File: config.mk
export PLATFORM = sky130hd
export DESIGN_NAME = seg7_display_arbiter
export DESIGN_NICKNAME = d
export VERILOG_FILES = /design/src/rtl/seg7_display_arbiter.sv
export SDC_FILE = /design/constraint.sdc
export NUM_CORES = 1
export LEC_CHECK = 0
export CORE_MARGIN = 1
export CORE_UTILIZATION = 52
export CTS_BUF_LIST = sky130_fd_sc_hd__clkbuf_2
export CTS_CLUSTER_DIAMETER = 200
export DETAILED_ROUTE_END_ITERATION = 8
export GPL_ROUTABILITY_DRIVEN = 0
export PLACE_DENSITY_LB_ADDON = 0.3
export SETUP_SLACK_MARGIN = 0.02
export SYNTH_ARGS = -nofsm -noshare
export SYNTH_HDL_FRONTEND = slang
export SYNTH_SLANG_ARGS = --single-unit
File: constraint.sdc
create_clock -name clk -period 3.11 [get_ports clk]
set_input_delay 0.622 -clock clk [delete_from_list [all_inputs] [get_ports clk]]
set_output_delay 0.622 -clock clk [all_outputs]
set_load 0.02 [all_outputs]
File: src/rtl/seg7_display_arbiter.sv
`default_nettype none
// ============================================================================
// Module   : seg7_display_arbiter
// Brief    : Round-robin time-sliced sharing of one 4-digit 7-seg display
// Revision : 1.0  initial release
// ============================================================================
module seg7_display_arbiter #(
    parameter int NUM_REQ      = 3,
    parameter int SLICE_CYCLES = 100_000_000,
    parameter int REFRESH_DIV  = 100_000,
    parameter int BLANK_CYCLES = 1_000_000
) (
    input  logic                       clk,
    input  logic                       rst_n,
    input  logic [NUM_REQ-1:0]         req,
    input  logic [NUM_REQ*32-1:0]      pat,
    output logic [NUM_REQ-1:0]         gnt,
    output logic [$clog2(NUM_REQ)-1:0] owner,
    output logic                       busy,
    output logic [3:0]                 an,
    output logic [7:0]                 seg
);
    localparam int c_OW = $clog2(NUM_REQ);
    localparam int c_SW = (SLICE_CYCLES > 1) ? $clog2(SLICE_CYCLES) : 1;
    localparam int c_RW = (REFRESH_DIV  > 1) ? $clog2(REFRESH_DIV)  : 1;
    localparam int c_BW = (BLANK_CYCLES > 1) ? $clog2(BLANK_CYCLES) : 1;
    localparam logic [c_SW-1:0] c_SLICE_LAST   = c_SW'(SLICE_CYCLES - 1);
    localparam logic [c_RW-1:0] c_REFRESH_LAST = c_RW'(REFRESH_DIV - 1);
    localparam logic [c_BW-1:0] c_BLANK_LAST   = c_BW'(BLANK_CYCLES - 1);

    typedef enum logic [1:0] {
        S_IDLE  = 2'd0,
        S_GRANT = 2'd1,
        S_BLANK = 2'd2
    } state_t;

    state_t              r_state;
    state_t              w_state_nxt;
    logic [NUM_REQ-1:0]  r_gnt;
    logic [c_OW-1:0]     r_owner;
    logic                r_busy;
    logic [c_OW-1:0]     r_rr_ptr;
    logic [c_SW-1:0]     r_slice_cnt;
    logic [c_BW-1:0]     r_blank_cnt;
    logic [c_RW-1:0]     r_refresh_cnt;
    logic [1:0]          r_digit_sel;
    logic [3:0]          r_an;
    logic [7:0]          r_seg;

    logic                w_take;
    logic                w_drop;
    logic [c_OW-1:0]     w_winner;
    logic [NUM_REQ-1:0]  w_win_onehot;
    logic                w_owner_req;
    logic                w_others_req;
    logic                w_slice_end;
    logic                w_blank_end;
    logic [31:0]         w_pat_arr [NUM_REQ];
    logic [31:0]         w_pat_sel;
    logic [7:0]          w_seg_byte;

    for (genvar gi = 0; gi < NUM_REQ; gi++) begin : g_pat
        assign w_pat_arr[gi] = pat[gi*32 +: 32];
    end

    assign w_pat_sel    = w_pat_arr[r_owner];
    assign w_owner_req  = |(req & r_gnt);
    assign w_others_req = |(req & ~r_gnt);
    assign w_slice_end  = (r_slice_cnt == c_SLICE_LAST);
    assign w_blank_end  = (r_blank_cnt == c_BLANK_LAST);

    // Highest k assigned first so the nearest requester after rr_ptr wins.
    always_comb begin
        int              v_idx;
        logic [c_OW-1:0] v_sel;
        v_idx        = 0;
        v_sel        = '0;
        w_winner     = '0;
        w_win_onehot = '0;
        for (int k = NUM_REQ; k >= 1; k--) begin
            v_idx = int'(r_rr_ptr) + k;
            if (v_idx >= NUM_REQ) begin
                v_idx = v_idx - NUM_REQ;
            end
            v_sel = c_OW'(v_idx);
            if (req[v_sel]) begin
                w_winner = v_sel;
            end
        end
        w_win_onehot[w_winner] = 1'b1;
    end

    always_comb begin
        case (r_digit_sel)
            2'd0:    w_seg_byte = w_pat_sel[7:0];
            2'd1:    w_seg_byte = w_pat_sel[15:8];
            2'd2:    w_seg_byte = w_pat_sel[23:16];
            default: w_seg_byte = w_pat_sel[31:24];
        endcase
    end

    always_comb begin
        w_state_nxt = r_state;
        w_take      = 1'b0;
        w_drop      = 1'b0;
        case (r_state)
            S_IDLE: begin
                if (|req) begin
                    w_take      = 1'b1;
                    w_state_nxt = S_GRANT;
                end
            end
            S_GRANT: begin
                if (!w_owner_req || (w_slice_end && w_others_req)) begin
                    w_drop      = 1'b1;
                    w_state_nxt = S_BLANK;
                end
            end
            S_BLANK: begin
                if (w_blank_end) begin
                    if (|req) begin
                        w_take      = 1'b1;
                        w_state_nxt = S_GRANT;
                    end else begin
                        w_state_nxt = S_IDLE;
                    end
                end
            end
            default: w_state_nxt = S_IDLE;
        endcase
    end

    always_ff @(posedge clk or negedge rst_n) begin
        if (!rst_n) begin
            r_state <= S_IDLE;
        end else begin
            r_state <= w_state_nxt;
        end
    end

    always_ff @(posedge clk or negedge rst_n) begin
        if (!rst_n) begin
            r_gnt       <= '0;
            r_owner     <= '0;
            r_busy      <= 1'b0;
            r_rr_ptr    <= c_OW'(NUM_REQ - 1);
            r_slice_cnt <= '0;
            r_blank_cnt <= '0;
        end else if (w_take) begin
            r_gnt       <= w_win_onehot;
            r_owner     <= w_winner;
            r_busy      <= 1'b1;
            r_slice_cnt <= '0;
            r_rr_ptr    <= w_winner;
        end else if (w_drop) begin
            r_gnt       <= '0;
            r_busy      <= 1'b0;
            r_blank_cnt <= '0;
        end else if (r_state == S_GRANT) begin
            r_slice_cnt <= w_slice_end ? '0 : r_slice_cnt + 1'b1;
        end else if (r_state == S_BLANK) begin
            r_blank_cnt <= r_blank_cnt + 1'b1;
        end
    end

    // Scan timing free-runs in every state so the digit phase never jumps.
    always_ff @(posedge clk or negedge rst_n) begin
        if (!rst_n) begin
            r_refresh_cnt <= '0;
            r_digit_sel   <= 2'd0;
        end else if (r_refresh_cnt == c_REFRESH_LAST) begin
            r_refresh_cnt <= '0;
            r_digit_sel   <= r_digit_sel + 2'd1;
        end else begin
            r_refresh_cnt <= r_refresh_cnt + 1'b1;
        end
    end

    always_ff @(posedge clk or negedge rst_n) begin
        if (!rst_n) begin
            r_an  <= 4'hF;
            r_seg <= 8'hFF;
        end else if (r_state == S_GRANT && w_state_nxt == S_GRANT) begin
            r_an  <= ~(4'b0001 << r_digit_sel);
            r_seg <= w_seg_byte;
        end else begin
            r_an  <= 4'hF;
            r_seg <= 8'hFF;
        end
    end

    assign gnt   = r_gnt;
    assign owner = r_owner;
    assign busy  = r_busy;
    assign an    = r_an;
    assign seg   = r_seg;

endmodule
`default_nettype wire
; ---- After elaboration in Yosys (flattened, before gate mapping)
; Index checks and enable logic that the tools add are counted.
[op_classes]
add_sub_neg = 10
n_lt_le_gt_ge = 9
eq_ne = 10
shifts = 1
n_mux = 42
bitwise_logic = 6
reduce_logical = 15
[op_table]
columns = operator, count
row1 = 27-bit 2-to-1 mux, 4
row2 = 32-bit binary-select mux with 2-bit select, 1
row3 = 32-bit 2-to-1 mux, 2
row4 = 20-bit 2-to-1 mux, 3
row5 = 27-bit by 1-bit adder with 27-bit output (second input constant), 1
row6 = 27-bit equality test (second input constant), 1
row7 = 8-bit one-hot mux with 3 select lines, 1
row8 = 20-bit by 1-bit adder with 20-bit output (second input constant), 1
row9 = 20-bit equality test (second input constant), 1
row10 = 2-bit 2-to-1 mux, 9
row11 = 17-bit by 1-bit adder with 17-bit output (second input constant), 1
row12 = 17-bit equality test (second input constant), 1
row13 = 17-bit 2-to-1 mux, 1
row14 = 2-bit by 3-bit less-than comparator with 1-bit output (second input constant), 4
row15 = 1-bit 2-to-1 mux, 11
row16 = 3-bit by 2-bit greater-or-equal comparator with 1-bit output (second input constant), 3
row17 = 3-bit OR reduction, 3
row18 = 8-bit 2-to-1 mux, 1
row19 = 2-bit by 2-bit adder with 3-bit output (second input constant), 2
row20 = 3-bit bitwise AND, 2
row21 = 1-bit binary-select mux with 2-bit select, 3
row22 = 2-bit by 1-bit equality test with 1-bit output (second input constant), 3
row23 = 3-bit 2-to-1 mux, 2
row24 = 2-bit one-hot mux with 3 select lines, 1
row25 = other kinds (22), 31
[word_totals]
reg_bits = 88
input_bits = 101
output_inout_bits = 18

; ---- Longest topological paths before layout
[logic_depth]
ltp_word = 13
depth_mapped = 10
ltp_nobuf = 8

; ---- Worst setup path after synthesis
; Ideal clock, no wire load.
[synth_path]
path_kind = reg2reg
startpoint = register r_blank_cnt[6]
endpoint = register r_slice_cnt[20]
setup_ps = 77
arrival_time_ps = 2475
required_ps = 3033
slack_ps = 558
path_stages_with_launch = 9
path_buffers = 2
synth_period_minus_slack_ps = 2552
cell_sequence = dfrtp_1 > or3_1 > or4_4 > buf_6 > o31ai_4 > a21oi_4 > buf_6 > or3_1 > a21oi_1
[synth_via]
elab_chain_cells = 5
word_cells_on_any_way = 7
[synth_rtl]
columns = item, line_no
row1 = "start, declared", 44  ; logic [c_BW-1:0] r_blank_cnt;
row2 = "start signal, assigned", 162  ; r_blank_cnt <= r_blank_cnt + 1'b1;
row3 = 20-bit equality test (*), 70  ; assign w_blank_end = (r_blank_cnt == c_BLANK_LAST);
row4 = 1-bit 2-to-1 mux (*), 120  ; if (w_blank_end) begin
row5 = 1-bit one-hot mux with 2 select lines (*), 106  ; case (r_state)
row6 = 2-bit inequality test (no line) or 2-bit nonzero test (tied branches), --
row7 = 2-bit AND reduction (no line), --
row8 = "end signal, assigned", 160  ; r_slice_cnt <= w_slice_end ? '0 : r_slice_cnt + 1'b1;
row9 = "end, declared", 43  ; logic [c_SW-1:0] r_slice_cnt;
; Every way passes the cells marked *; elsewhere a longest branch is shown, timed or not.
; A chain may end at the register's enable or synchronous reset.

; ---- Worst setup path after layout
[layout_path]
startpoint = register r_owner[1], in the netlist owner[1]
endpoint = output port owner[1]
[layout_rtl]
columns = item, line_no
row1 = "start, declared", 40  ; logic [c_OW-1:0] r_owner;
row2 = "start signal, assigned", 151  ; r_owner <= w_winner;
row3 = "end, declared", 18  ; output logic [$clog2(NUM_REQ)-1:0] owner,
; No word-level cell between the ends.

==> flow_summary_export.csv <==
group,metric,value,unit
final_layout,layout.area.seq,2190,sq um
final_layout,finalNetCount,801,
logic_synthesis,post_synth.cell_area_avg,9.21,sq um
timing,final_period_demand_of_the_worst_path,2.77,ns
floorplanning,initial_utilization,53.5,%
place,io_buffers,118,
drt,avg_wl_per_cell,17.7,um
global_routing,antenna_found_initial,0,
logic_synthesis,synth_seq_cells,87,
logic_synthesis,synth_sequential_area_ratio,41.9,%
drt,routed-wl-met2,7300,um
timing,worst_hold_slack,0.0163,ns
place,hpwl,10900,um
floorplanning,fp.dieArea,10500,sq um
floorplanning,core,9770,sq um
drt,drt_iter0_markers,296,
final_layout,final_cell_count_no_fill,827,
timing,rsz0062_at_grt,"no",
timing,period_share,88.9,%
setup_path,path_class,"reg -> out",
timing,setup_violations,0,
logic_synthesis,synth_ff_type,"sky130_fd_sc_hd__dfrtp_1",
power_and_ir_drop,vdd_drop_max,0.000530,V
logic_synthesis,synthTopCellsByCount,"74 x sky130_fd_sc_hd__dfrtp_1, 69 x sky130_fd_sc_hd__nor2_1, 58 x sky130_fd_sc_hd__nand2_1",
power_and_ir_drop,total_leakage_power,2.73,nW
place,post-place-ws,0.248,ns
drt,detailroute.via_count,4955,
global_routing,globalRoute.totalOverflow,0,
timing,timing_hold_violations_final,0,
setup_path,critical_path.cell_chain,"clkdlybuf4s50_1",
logic_synthesis,number_of_synthesized_flops_with_an_enable_pin,0,
logic_synthesis,post_synthesis_instance_total,568,
clock_tree,post_cts_resized,0,
power_and_ir_drop,p_per_area,532,nW/um^2
drt,firstDrtPassIters,5,
drt,dr.max_layer_used,"met4",
global_routing,grt_pass1_vias,5053,
logic_synthesis,yosysTopAreaCell,"sky130_fd_sc_hd__dfrtp_1",
logic_synthesis,ys_warn_count,0,
run_status,run_status,"completed",
setup_path,timing.critical_path.from_type,"register",
logic_synthesis,post-synth-top-count-cell,"sky130_fd_sc_hd__dfrtp_1",
setup_path,timing.critical_path.to_type,"output port",
timing,fin_setup_tns,0,ns
clock_tree,post-cts-setup-buffer-count,0,
timing,timing.slew.headroom,46.0,%
global_routing,overall_fraction_of_global_route_tracks_in_use,29.6,%
timing,fin_ws,0.344,ns
logic_synthesis,asyncSetResetFlopFracSynth,100,%
global_routing,grt_start_max_net_pins,88,
clock_tree,clk_pin_slew_worst_paths,0.29,ns
setup_path,critical-path-slowest-cell,"sky130_fd_sc_hd__dfrtp_1",
clock_tree,cts_tree,"yes",
clock_tree,clock-sinks,87,
clock_tree,ctsLongestPathBuffers,2,
logic_synthesis,synth_top_cell_area_share,35.4,%
final_layout,footprint_of_the_multi_input_gates,2850,sq um
floorplanning,num_rows,36,
floorplanning,die_width,102,um
logic_synthesis,ys_types,56,
logic_synthesis,syn-cell-area,5230,sq um
logic_synthesis,ys_top_cells_by_area,"sky130_fd_sc_hd__dfrtp_1 35%, sky130_fd_sc_hd__dfstp_2 6.5%, sky130_fd_sc_hd__mux2_2 5.4%",
drt,vias_per_cell,5.99,
logic_synthesis,synth.net_count,680,
setup_path,cp_data_arrival_time,2.14,ns
timing,finalClockSkew,0.0471,ns
drt,wirelength_met1,5960,um
clock_tree,clk_latency,0.58,ns
timing,report.final.slew_viol_count,0,
timing,max_freq,362,MHz
final_layout,areaGrowthSynthToFinish,29.3,%
clock_tree,cts-root-buf,"sky130_fd_sc_hd__clkbuf_2",
setup_path,cpPeakStageDelay,0.84,ns
drt,route.detailed.drc,0,
final_layout,antenna_cells_inserted,0,
clock_tree,h_tree_level_count,3,
setup_path,critical-path-top-delay-family,"flip-flops",
drt,totalWireLength,14700,um
clock_tree,inserted_clock_buffers,9,
min_path,hold_path.class,"in -> async",
drt,detailroute.wirelength.met3,910,um
global_routing,global_route_wire_length_before_repair,23700,um
setup_path,worst-endpoint-required,2.49,ns
clock_tree,cts.hold.buffers_added,0,
timing,max_slew.worst_pin.slew,0.790,ns
job,maximum_capacitance_violations,0,
floorplanning,die-height,102,um
final_layout,post_route_cells_drive_above_1_share,12.7,%
setup_path,path_max_fanout,14,
drt,ant_nets,0,
floorplanning,num_io_pins,119,
final_layout,num-fill-cells,778,
setup_path,worstPathBufferInverterCount,1,
place,post-place-cells,811,
## layer usage
layer	track usage, %	vias up
met5	0	-
li1	-	2322
met2	52.3	187
met1	34.6	2394
met3	5.40	52
met4	14.6	0
## layout make-up
class / count / share of cell area, %
Sequential cell: 87 / 32.4
Clock inverter: 7 / 1.50
Clock buffer: 9 / 0.666
Tap cell: 133 / 2.46
Multi-Input combinational cell: 439 / 42.2
Inverter: 15 / 0.833
Timing Repair Buffer: 137 / 19.9
## worst reg2reg max path, cell delays in order (launching register included)
cell                      delay (ns)
sky130_fd_sc_hd__dfrtp_1        0.50
sky130_fd_sc_hd__or4b_2         0.67
sky130_fd_sc_hd__or4b_2         0.64
sky130_fd_sc_hd__nor4_1         0.20
sky130_fd_sc_hd__and3_1         0.48
sky130_fd_sc_hd__o21ai_0        0.14
## state kept, by name (all words and copies together), names as in the netlist, 2 cells and up
register and flops:
owner 2, r_blank_cnt 20, seg 8, r_refresh_cnt 17, r_digit_sel 2, r_state 2, r_slice_cnt 27, an 4
gnt 3
## cell families (layout without fill, tap and decap cells)
group	after synthesis	after routing	synth area share, %
buf+inv	42	168	3.47
simple gates	241	241	22.7
fa+ha+maj	11	11	2.63
mux	36	36	7.49
xor+xnor	36	36	6.03
flops	87	87	41.9
compound gates	115	115	15.7
## layout by cell type, fill, tap and decap left out, drive strengths merged, types with 15 or more instances in the layout
master	synthesis	routed
buf	13	20
nor2	69	69
o21ai	30	30
nand3	35	35
a21oi	19	19
a22oi	18	18
dfrtp	74	74
inv	15	18
mux2	25	25
xnor2	21	21
clkdlybuf4s50	0	117
nand2	58	58
xor2	15	15
## report_power, final
group / internal (mW) / switching, mW / total [mW]
sequential: 1.25 / 0.113 / 1.37
clock: 0.276 / 0.434 / 0.710
combinational: 0.670 / 0.851 / 1.52
total: 2.20 / 1.40 / 3.60
## stage by stage
step | area, sq um | total power, mW | util, %
2_1_floorplan | 5230 | 2.26 | -
3_3_place_gp | 6620 | 2.83 | 67.7
3_5_place_dp | 6620 | 2.88 | 67.7
4_1_cts | 6760 | 3.59 | 69.2
5_1_grt | 6760 | 3.79 | 69.2
6_report | 6760 | 3.60 | 69.2
## final timing paths
kind                       cells after the start  slack (ns)           endpoint               from
setup / recovery                               1        0.34           owner[1]           owner[1]
hold / removal                                 2        0.02   r_refresh_cnt[6]              rst_n
setup reg to reg                               5        0.35     r_digit_sel[1]  r_refresh_cnt[12]
hold reg to reg                                1        0.52  r_refresh_cnt[14]  r_refresh_cnt[14]
max in group asynchronous                      2        2.67              an[1]              rst_n
min in group clk                               1        0.52  r_refresh_cnt[14]  r_refresh_cnt[14]
Note: power is estimated with default switching activity, not from simulation.
